## src/rtl/ps2_keycode_rx_if.sv

```systemverilog
// ps2_keycode_rx_if: PS/2 pin pair plus the decoded keycode/scan-code outputs of the receiver.
//  ps2_clk, ps2_data        raw PS/2 pins (idle high)
//  keycode                  HID code of the currently held mapped key, 8'h00 = none
//  scan_code, scan_valid    last good raw scan byte and its one-cycle strobe
//  frame_err                one-cycle strobe on parity, stop or timeout error
// The receiver uses the slave modport; the keyboard side (board pins / testbench) uses master.
interface ps2_keycode_rx_if;
   logic       ps2_clk;
   logic       ps2_data;
   logic [7:0] keycode;
   logic [7:0] scan_code;
   logic       scan_valid;
   logic       frame_err;
   modport master (output ps2_clk, ps2_data, input keycode, scan_code, scan_valid, frame_err);
   modport slave  (input ps2_clk, ps2_data, output keycode, scan_code, scan_valid, frame_err);
endinterface

```

## src/rtl/ps2_keycode_rx.sv

```systemverilog
// ps2_keycode_rx: PS/2 set-2 frame receiver producing a held-key HID keycode for the motion logic.
//  Clk        50 MHz system clock
//  Reset_n    asynchronous active-low reset
//  bus        ps2_keycode_rx_if.slave: ps2_clk/ps2_data in; keycode, scan_code, scan_valid, frame_err out
// Parameters: FILTER_LEN synced samples needed to accept a ps2_clk level change,
//             TIMEOUT_CYC idle Clk cycles mid-frame before the frame is abandoned.
module ps2_keycode_rx #(
   parameter int FILTER_LEN  = 8,
   parameter int TIMEOUT_CYC = 50000
) (
   input logic             Clk,
   input logic             Reset_n,
   ps2_keycode_rx_if.slave bus
);
   localparam int FW = $clog2(FILTER_LEN + 1);
   localparam int TW = $clog2(TIMEOUT_CYC + 1);
   typedef enum logic [1:0] {IDLE, DATA, PARITY, STOP} state_t;
   state_t        state;
   logic [1:0]    clk_sync;
   logic [1:0]    dat_sync;
   logic          flt_clk;
   logic [FW-1:0] flt_cnt;
   logic          fall;
   logic [2:0]    bit_cnt;
   logic [7:0]    shreg;
   logic          par;
   logic [TW-1:0] to_cnt;
   logic          ext;
   logic          brk;
   logic [7:0]    map_code;
   // Synchronizers and glitch filter; pins idle high so everything resets high.
   // fall is registered together with the filtered level so it lines up with the new low level.
   always_ff @(posedge Clk or negedge Reset_n)
      if (!Reset_n) begin
         clk_sync <= 2'b11;
         dat_sync <= 2'b11;
         flt_clk  <= 1'b1;
         flt_cnt  <= '0;
         fall     <= 1'b0;
      end else begin
         clk_sync <= {clk_sync[0], bus.ps2_clk};
         dat_sync <= {dat_sync[0], bus.ps2_data};
         fall     <= 1'b0;
         if (clk_sync[1] == flt_clk)
            flt_cnt <= '0;
         else if (flt_cnt == FW'(FILTER_LEN - 1)) begin
            flt_clk <= clk_sync[1];
            flt_cnt <= '0;
            fall    <= flt_clk;
         end else
            flt_cnt <= flt_cnt + 1'b1;
      end
   // Extended codes only match with the E0 prefix seen; plain codes only without it.
   always_comb
      map_code = ({ext, shreg} == 9'h01C) ? 8'h04 :
                 ({ext, shreg} == 9'h023) ? 8'h07 :
                 ({ext, shreg} == 9'h01D) ? 8'h1A :
                 ({ext, shreg} == 9'h01B) ? 8'h16 :
                 ({ext, shreg} == 9'h029) ? 8'h2C :
                 ({ext, shreg} == 9'h16B) ? 8'h50 :
                 ({ext, shreg} == 9'h174) ? 8'h4F : 8'h00;
   // Frame FSM, timeout and key decode. A fall always wins over a coincident timeout.
   always_ff @(posedge Clk or negedge Reset_n)
      if (!Reset_n) begin
         state          <= IDLE;
         bit_cnt        <= '0;
         shreg          <= '0;
         par            <= 1'b0;
         to_cnt         <= '0;
         ext            <= 1'b0;
         brk            <= 1'b0;
         bus.keycode    <= '0;
         bus.scan_code  <= '0;
         bus.scan_valid <= 1'b0;
         bus.frame_err  <= 1'b0;
      end else begin
         bus.scan_valid <= 1'b0;
         bus.frame_err  <= 1'b0;
         if (fall) begin
            to_cnt <= '0;
            case (state)
               IDLE: if (!dat_sync[1]) begin
                  state   <= DATA;
                  bit_cnt <= '0;
               end
               DATA: begin
                  shreg   <= {dat_sync[1], shreg[7:1]};
                  bit_cnt <= bit_cnt + 1'b1;
                  state   <= (bit_cnt == 3'd7) ? PARITY : DATA;
               end
               PARITY: begin
                  par   <= dat_sync[1];
                  state <= STOP;
               end
               default: begin
                  state <= IDLE;
                  if (dat_sync[1] && ^{shreg, par}) begin
                     bus.scan_valid <= 1'b1;
                     bus.scan_code  <= shreg;
                     if (shreg == 8'hE0)
                        ext <= 1'b1;
                     else if (shreg == 8'hF0)
                        brk <= 1'b1;
                     else begin
                        // A break only releases the key that is actually held.
                        if (brk)
                           bus.keycode <= (map_code == bus.keycode) ? 8'h00 : bus.keycode;
                        else if (map_code != 8'h00)
                           bus.keycode <= map_code;
                        ext <= 1'b0;
                        brk <= 1'b0;
                     end
                  end else begin
                     bus.frame_err <= 1'b1;
                     ext           <= 1'b0;
                     brk           <= 1'b0;
                  end
               end
            endcase
         end else if (state == IDLE)
            to_cnt <= '0;
         else if (to_cnt == TW'(TIMEOUT_CYC - 1)) begin
            bus.frame_err <= 1'b1;
            state         <= IDLE;
            to_cnt        <= '0;
            ext           <= 1'b0;
            brk           <= 1'b0;
         end else
            to_cnt <= to_cnt + 1'b1;
      end
endmodule
```

## src/flat_wrapper.sv

```systemverilog
// flat-port wrapper written by rule: the top's interface ports become plain ports
module ps2_keycode_rx_flat 
#(
   parameter int FILTER_LEN  = 8,
   parameter int TIMEOUT_CYC = 50000
)
  (Clk, Reset_n, bus_ps2_clk, bus_ps2_data, bus_keycode, bus_scan_code, bus_scan_valid, bus_frame_err);
  ps2_keycode_rx_if bus_i ();
  input logic Clk;
  input logic Reset_n;
  input wire logic [$bits(bus_i.ps2_clk)-1:0] bus_ps2_clk;
  input wire logic [$bits(bus_i.ps2_data)-1:0] bus_ps2_data;
  output wire logic [$bits(bus_i.keycode)-1:0] bus_keycode;
  output wire logic [$bits(bus_i.scan_code)-1:0] bus_scan_code;
  output wire logic [$bits(bus_i.scan_valid)-1:0] bus_scan_valid;
  output wire logic [$bits(bus_i.frame_err)-1:0] bus_frame_err;
  assign bus_i.ps2_clk = bus_ps2_clk;
  assign bus_i.ps2_data = bus_ps2_data;
  assign bus_keycode = bus_i.keycode;
  assign bus_scan_code = bus_i.scan_code;
  assign bus_scan_valid = bus_i.scan_valid;
  assign bus_frame_err = bus_i.frame_err;
  ps2_keycode_rx #(.FILTER_LEN(FILTER_LEN), .TIMEOUT_CYC(TIMEOUT_CYC)) u_core (.Clk(Clk), .Reset_n(Reset_n), .bus(bus_i));
endmodule
```

## config.mk

```make
export PLATFORM = sky130hd
export DESIGN_NAME = ps2_keycode_rx_flat
export DESIGN_NICKNAME = d
export VERILOG_FILES = /design/src/rtl/ps2_keycode_rx_if.sv /design/src/rtl/ps2_keycode_rx.sv /design/src/flat_wrapper.sv
export SDC_FILE = /design/constraint.sdc
export NUM_CORES = 1
export LEC_CHECK = 0
export CAP_MARGIN = 20
export CORE_MARGIN = 2
export CORE_UTILIZATION = 63
export CTS_CLUSTER_DIAMETER = 60
export CTS_CLUSTER_SIZE = 25
export DETAILED_ROUTE_END_ITERATION = 6
export GPL_TIMING_DRIVEN = 0
export PLACE_DENSITY = 0.88
export SLEW_MARGIN = 15
export SYNTH_ARGS = -nofsm -noshare
export SYNTH_HDL_FRONTEND = slang
export SYNTH_SLANG_ARGS = --single-unit
```

## constraint.sdc

```tcl
create_clock -name Clk -period 6.5 [get_ports Clk]
set_clock_uncertainty 0.15 [all_clocks]
set_input_delay 1.3 -clock Clk [delete_from_list [all_inputs] [get_ports Clk]]
set_output_delay 1.3 -clock Clk [all_outputs]
set_load 0.02 [all_outputs]
```

Yosys cells after proc, flatten, opt, wreduce, memory -nomap -nowiden
Cells that the tools add are included.
{ "totals": {"elab_cells": 107, "in_bits": 4, "register_bits": 60, "output_inout_bits": 18} }
{ "op_classes": {"add_sub_neg": 3, "bitwise": 4, "n_reduce_logical": 17, "n_mux": 45, "eq_ne": 22} }
{ "ops": {"columns": ["op", "count"], "rows": [
  ["8-bit 2-to-1 mux", 9],
  ["16-bit 2-to-1 mux", 3],
  ["9-bit by 5-bit == test with 1-bit output, second input constant", 3],
  ["1-bit 2-to-1 mux", 22],
  ["9-bit by 6-bit == test with 1-bit output, second input constant", 2],
  ["9-bit == test, second input constant", 2],
  ["16-bit by 1-bit adder with 16-bit output, second input constant", 1],
  ["16-bit == test, second input constant", 1],
  ["8-bit == test, second input constant", 2],
  ["2-bit 2-to-1 mux", 5],
  ["3-bit AND reduction", 3],
  ["9-bit parity", 1],
  ["8-bit == test", 1],
  ["4-bit 2-to-1 mux", 2],
  ["4-bit AND reduction", 2],
  ["8-bit nonzero test", 1],
  ["7-bit 2-to-1 mux", 1],
  ["7-bit AND reduction", 1],
  ["2-bit != test, second input constant", 3],
  ["2-bit case mux with 3 select lines", 1],
  ["3-bit case mux with 2 select lines", 1],
  ["2-bit AND reduction", 3],
  ["2-bit nonzero test", 3],
  ["4-bit by 1-bit adder with 4-bit output, second input constant", 1],
  ["14 further kinds", 17]
]} }

Longest topological paths before layout
{ "logic_depth": {"word_depth": 11, "depth_mapped": 8, "depth_no_buf": 7} }

Worst setup path before layout
No wires, ideal clock.
{ "synth_timing": {"path_type": "register -> register", "from": "register u_core.shreg[5]", "to": "register u_core.bus.keycode[1]", "synth_period_minus_slack_ns": 2.372, "setup_ns": 0.138, "path_stages_with_launch": 8, "path_buffers": 1, "required_time_ns": 6.212, "path_slack_ns": 4.128, "t_arrival_ns": 2.084, "path_cell_list": "dfrtp_1 > buf_2 > or4b_4 > a2111oi_4 > o21ai_1 > a221oi_2 > a41o_2 > o221ai_1"} }
{ "synth_via": {"elab_chain_len": 11, "word_cells_on_any_way": 27, "classes_between": "eq/ne (11); mux (9); bitwise (2); reduce/logical (5)"} }
{ "synth_lines": {"columns": ["item", "line_no", "source"], "rows": [
  ["from (decl)", "ps2_keycode_rx.sv:25", "logic [7:0] shreg;"],
  ["from (signal assigned)", "ps2_keycode_rx.sv:87", "shreg <= {dat_sync[1], shreg[7:1]};"],
  ["9-bit == test", "ps2_keycode_rx.sv:61", "({ext, shreg} == 9'h174) ? 8'h4F : 8'h00;"],
  ["7-bit 2-to-1 mux", "ps2_keycode_rx.sv:61", null],
  ["8-bit 2-to-1 mux", "ps2_keycode_rx.sv:60", "({ext, shreg} == 9'h16B) ? 8'h50 :"],
  ["8-bit 2-to-1 mux", "ps2_keycode_rx.sv:59", "({ext, shreg} == 9'h029) ? 8'h2C :"],
  ["8-bit 2-to-1 mux", "ps2_keycode_rx.sv:58", "({ext, shreg} == 9'h01B) ? 8'h16 :"],
  ["8-bit 2-to-1 mux", "ps2_keycode_rx.sv:57", "({ext, shreg} == 9'h01D) ? 8'h1A :"],
  ["8-bit 2-to-1 mux", "ps2_keycode_rx.sv:56", "({ext, shreg} == 9'h023) ? 8'h07 :"],
  ["8-bit 2-to-1 mux", "ps2_keycode_rx.sv:55", "map_code = ({ext, shreg} == 9'h01C) ? 8'h04 :"],
  ["8-bit == test or 8-bit nonzero test (tied branches)", "ps2_keycode_rx.sv:107, ps2_keycode_rx.sv:108", null],
  ["2-bit != test (no line) or 2-bit nonzero test (tied branches)", null, null],
  ["7-bit AND reduction (no line)", null, null],
  ["to (signal assigned)", "ps2_keycode_rx.sv:107", "bus.keycode <= (map_code == bus.keycode) ? 8'h00 : bus.keycode;"],
  ["to (signal assigned)", "ps2_keycode_rx.sv:109", "bus.keycode <= map_code;"],
  ["to (decl)", "ps2_keycode_rx_if.sv:15", "modport slave (input ps2_clk, ps2_data, output keycode, scan_code, scan_valid, frame_err);"]
]} }
Parallel ways exist; a longest one is shown, timed or not. The select of a mux whose other input is x is not followed.
A chain may end at the register's enable or synchronous reset.

Final worst setup path
{ "layout_timing": {"from": "register u_core.shreg[2]", "to": "register u_core.bus.keycode[0]"} }
Same word-level chain as after synthesis.

==> summary.txt <==
==========================================================================================
Worst Max-Slew Pin Slew                                                           0.744 ns
Final global-route overflow total                                                        0
Top layer used by detailed routing                                                    met4
Multiplexer share of the synthesized area                                            3.21%
Switching part of the total                                                          21.3%
Effective utilization at floorplan                                                   65.2%
Number of antenna violations at the first check in global routing                        0
Main combinational cell family by area after synthesis                        simple AND/OR/NAND/NOR gates
Initial detailed-routing violation count                                               257
Xor and xnor fraction of the mapped netlist area                                     7.72%
Signal arrival time at the worst endpoint                                          2.95 ns
Number of iterations in the first detailed-routing pass                                  6
WL met2                                                                            2940 um
Post-cts gate resize count                                                               0
Vias                                                                                  2355
Yosys Warn Count                                                                         0
Combinational Power Share                                                             4.2%
Sequential standard cell area                                                    1480 um^2
Fraction of layout instances using a drive strength above 1                          14.2%
Compound-cell area share of the yosys netlist                                        13.5%
Share of synthesized cell area in full adder, half adder and majority cells          1.63%
Clk pwr share                                                                        47.3%
Number of buffers inserted during clock tree synthesis                                   9
Count of clock tree sinks                                                               59
Site row count                                                                          25
Final setup violating endpoints                                                          0
Launching element type of the critical path                                       register
Fin nets                                                                               341
Vias/cell                                                                             5.81
Run status                                                                    finished, final reports clean
Syn Nets                                                                               310
Relative max-transition margin                                                       50.0%
Maximum vdd ir drop                                                               0.231 mV
Max_cap viols                                                                            0
Internal power contribution                                                       0.632 mW
Routed met3 length                                                                  279 um
Die Ht                                                                             73.9 um
Post-synthesis instance area                                                     3080 um^2
Final-layout setup total negative slack                                               0 ns
Placed Cells                                                                           389
Later-pin clock latency in the skew report                                         0.33 ns
CTS tree                                                                             built
Layout area overhead                                                                 16.5%
CTS clock-pin slew for the worst setup and hold paths                              0.07 ns
I/O Pins                                                                                22
WP data required                                                                   6.61 ns
Average footprint of a synthesized cell                                          10.2 um^2
Dpl hpwl                                                                           4000 um
Core Util, Final                                                                     76.0%
CTS max path bufs                                                                        2
Multi-input gate area in the final layout                                        1460 um^2
Sum of internal, switching and leakage power                                      0.803 mW
Pin count of the biggest net entering global routing                                    60
Period Utilization, post-route                                                       43.7%
Crit path cell chain                                                          buf_2 -> nand3b_1 -> o32ai_1 -> a211oi_1 -> a2111oi_2 -> a32oi_1 -> o21ai_1
Pleak                                                                              1.56 nW
Post CTS Setup Buffer Count                                                              0
Maximum cell stage delay along the critical path                                   0.59 ns
EDFF count, synth                                                                        0
Critical path class                                                           register to register
Category of the worst setup path capture point                                    register
Power share of the sequential group                                                  48.6%
Diode insertion count for antenna repair                                                 0
Achievable Freq                                                                  0.352 GHz
Synthesized instance count                                                             302
Die area                                                                         5460 um^2
GPL Wtd Cong                                                                         0.844
Largest driver fanout on the critical path                                              10
Number of levels the H-tree was split into                                               3
Global Route Usage Sum                                                               24.9%
Non-filler instance count after layout                                                 405
Path category of the worst min-delay check                                    register to register
Number of hold violations in the final report                                            0
Post-synth cell types                                                                   58
Number of fill cells in the layout                                                     336
Cts-stage hold buffer count                                                              0
FF+latch count, synth                                                                   59
Die Span X                                                                         73.9 um
Core region area                                                                 4720 um^2
Library cell contributing the largest single delay on the critical path       sky130_fd_sc_hd__o32ai_1
Simple-gate portion of the synthesized area                                          21.2%
Via count of the first global-routing pass                                            2232
Count of buffers from port buffering                                                    20
Power per cell area                                                            224 nW/um^2
Net Switching                                                                     0.171 mW
Remaining number of nets flagged by the antenna check after routing                      0
Unrepaired setup endpoints after global routing                                      false
Clock period minus worst slack                                                     2.84 ns
Clock Tree Root                                                               sky130_fd_sc_hd__clkbuf_8
Final number of max-transition violations                                                0
Average wire per standard cell                                                     14.8 um
Detailed-route wire length                                                         6010 um
Main flop type after synthesis                                                sky130_fd_sc_hd__dfrtp_1
Post-route DRC violation count                                                           0
Sequential area share after synthesis                                                48.2%
Async set or reset register ratio after synthesis                                     100%
Wire length of the first global-routing pass                                      10200 um
Met1 Routed Length                                                                 2640 um
==========================================================================================
[power by group through the flow]
stage               logic, mW  clock network (mW)  registers [mW]
global route           0.0389               0.402           0.392
detailed placement     0.0340                   0           0.397
CTS                    0.0343               0.386           0.390
floorplan              0.0211                   0           0.395
global placement       0.0325                   0           0.396
finish                 0.0334               0.380           0.390
[area by class of cell]
class	count	share of cell area, %
Buffer	18	2.37
Sequential cell	59	41.3
Clock buffer	12	4.32
Clock inverter	4	2.02
Inverter	14	1.46
Multi-Input combinational cell	211	40.7
Timing Repair Buffer	20	5.51
Tap cell	67	2.34
[per-stage QoR]
stage                     area (um^2)  hold slack [ns]  worst slack, ns
final                            3590            0.209             3.66
after global routing             3590            0.213             3.48
after CTS                        3590            0.211             3.66
after detailed placement         3360            0.202             3.83
after global placement           3360            0.197             2.20
after floorplan                  3080            0.195             4.13
[cell families after synthesis]
kind of cell | count (synthesis)
adder cells (fa/ha/maj) | 4
multiplexers | 9
buffers and inverters | 32
flip-flops | 59
XOR/XNOR | 24
other | 1
AO/OA/AOI/OAI | 53
AND/OR/NAND/NOR | 120
[Yosys cell counts (all sizes together), types with 7 or more instances]
master	n	area, um^2
and3	10	62.6
buf	10	55.1
nand2	34	128
xor2	9	78.8
clkbuf	8	30.0
mux2	7	78.8
inv	14	52.6
xnor2	13	114
dfrtp	54	1350
nand3	12	60.1
a21oi	9	45.0
nor2	26	97.6
o21ai	16	80.1
[worst max-delay path, delay by kind of cell, from the launching register on]
kind / cells / cell delay (ns)
compound gates: 5 / 1.68
flops: 1 / 0.43
simple gates: 1 / 0.30
buf+inv: 1 / 0.21
[routing by layer]
metal	track usage, %	vias up
met5	0	-
met1	31.6	1136
met4	14.1	0
met3	5.08	15
li1	-	1130
met2	39.7	74
[final timing paths]
path | startpoint | endpoint | slack [ns] | cells after the start
max in group asynchronous | Reset_n | u_core.state[1]$_DFFE_PN0P_ | 4.83 | 1
worst max register to register | u_core.shreg[2]$_DFFE_PN0P_ | u_core.bus.keycode[0]$_DFFE_PN0P_ | 3.66 | 7
worst max-delay path | u_core.shreg[2]$_DFFE_PN0P_ | u_core.bus.keycode[0]$_DFFE_PN0P_ | 3.66 | 7
min in group asynchronous | Reset_n | u_core.bus.scan_code[0]$_DFFE_PN0P_ | 0.87 | 1
worst min register to register | u_core.clk_sync[0]$_DFF_PN1_ | u_core.clk_sync[1]$_DFF_PN1_ | 0.21 | 0
worst min-delay path | u_core.clk_sync[0]$_DFF_PN1_ | u_core.clk_sync[1]$_DFF_PN1_ | 0.21 | 0
[registers in the layout, summed over array words and instances (netlist names)]
signal / cells
u_core.bit_cnt: 3
u_core.par: 1
u_core.brk: 1
u_core.shreg: 8
u_core.to_cnt: 16
u_core.fall: 1
u_core.flt_cnt: 4
u_core.bus.scan_valid: 1
u_core.ext: 1
u_core.bus.frame_err: 1
u_core.bus.scan_code: 8
u_core.flt_clk: 1
u_core.dat_sync: 2
u_core.bus.keycode: 7
u_core.clk_sync: 2
u_core.state: 2
[layout by cell type, fill, tap and decap left out, types with 10 or more instances in the layout]
master | synthesis | routed
sky130_fd_sc_hd__inv_1 | 14 | 14
sky130_fd_sc_hd__clkdlybuf4s50_1 | 0 | 19
sky130_fd_sc_hd__clkbuf_8 | 0 | 11
sky130_fd_sc_hd__and3_1 | 10 | 10
sky130_fd_sc_hd__o21ai_0 | 11 | 11
sky130_fd_sc_hd__nor2_1 | 26 | 26
sky130_fd_sc_hd__dfrtp_1 | 54 | 54
sky130_fd_sc_hd__nand2_1 | 34 | 34
sky130_fd_sc_hd__xnor2_1 | 13 | 13
sky130_fd_sc_hd__nand3_1 | 12 | 12
(Power assumes the default switching activity.)
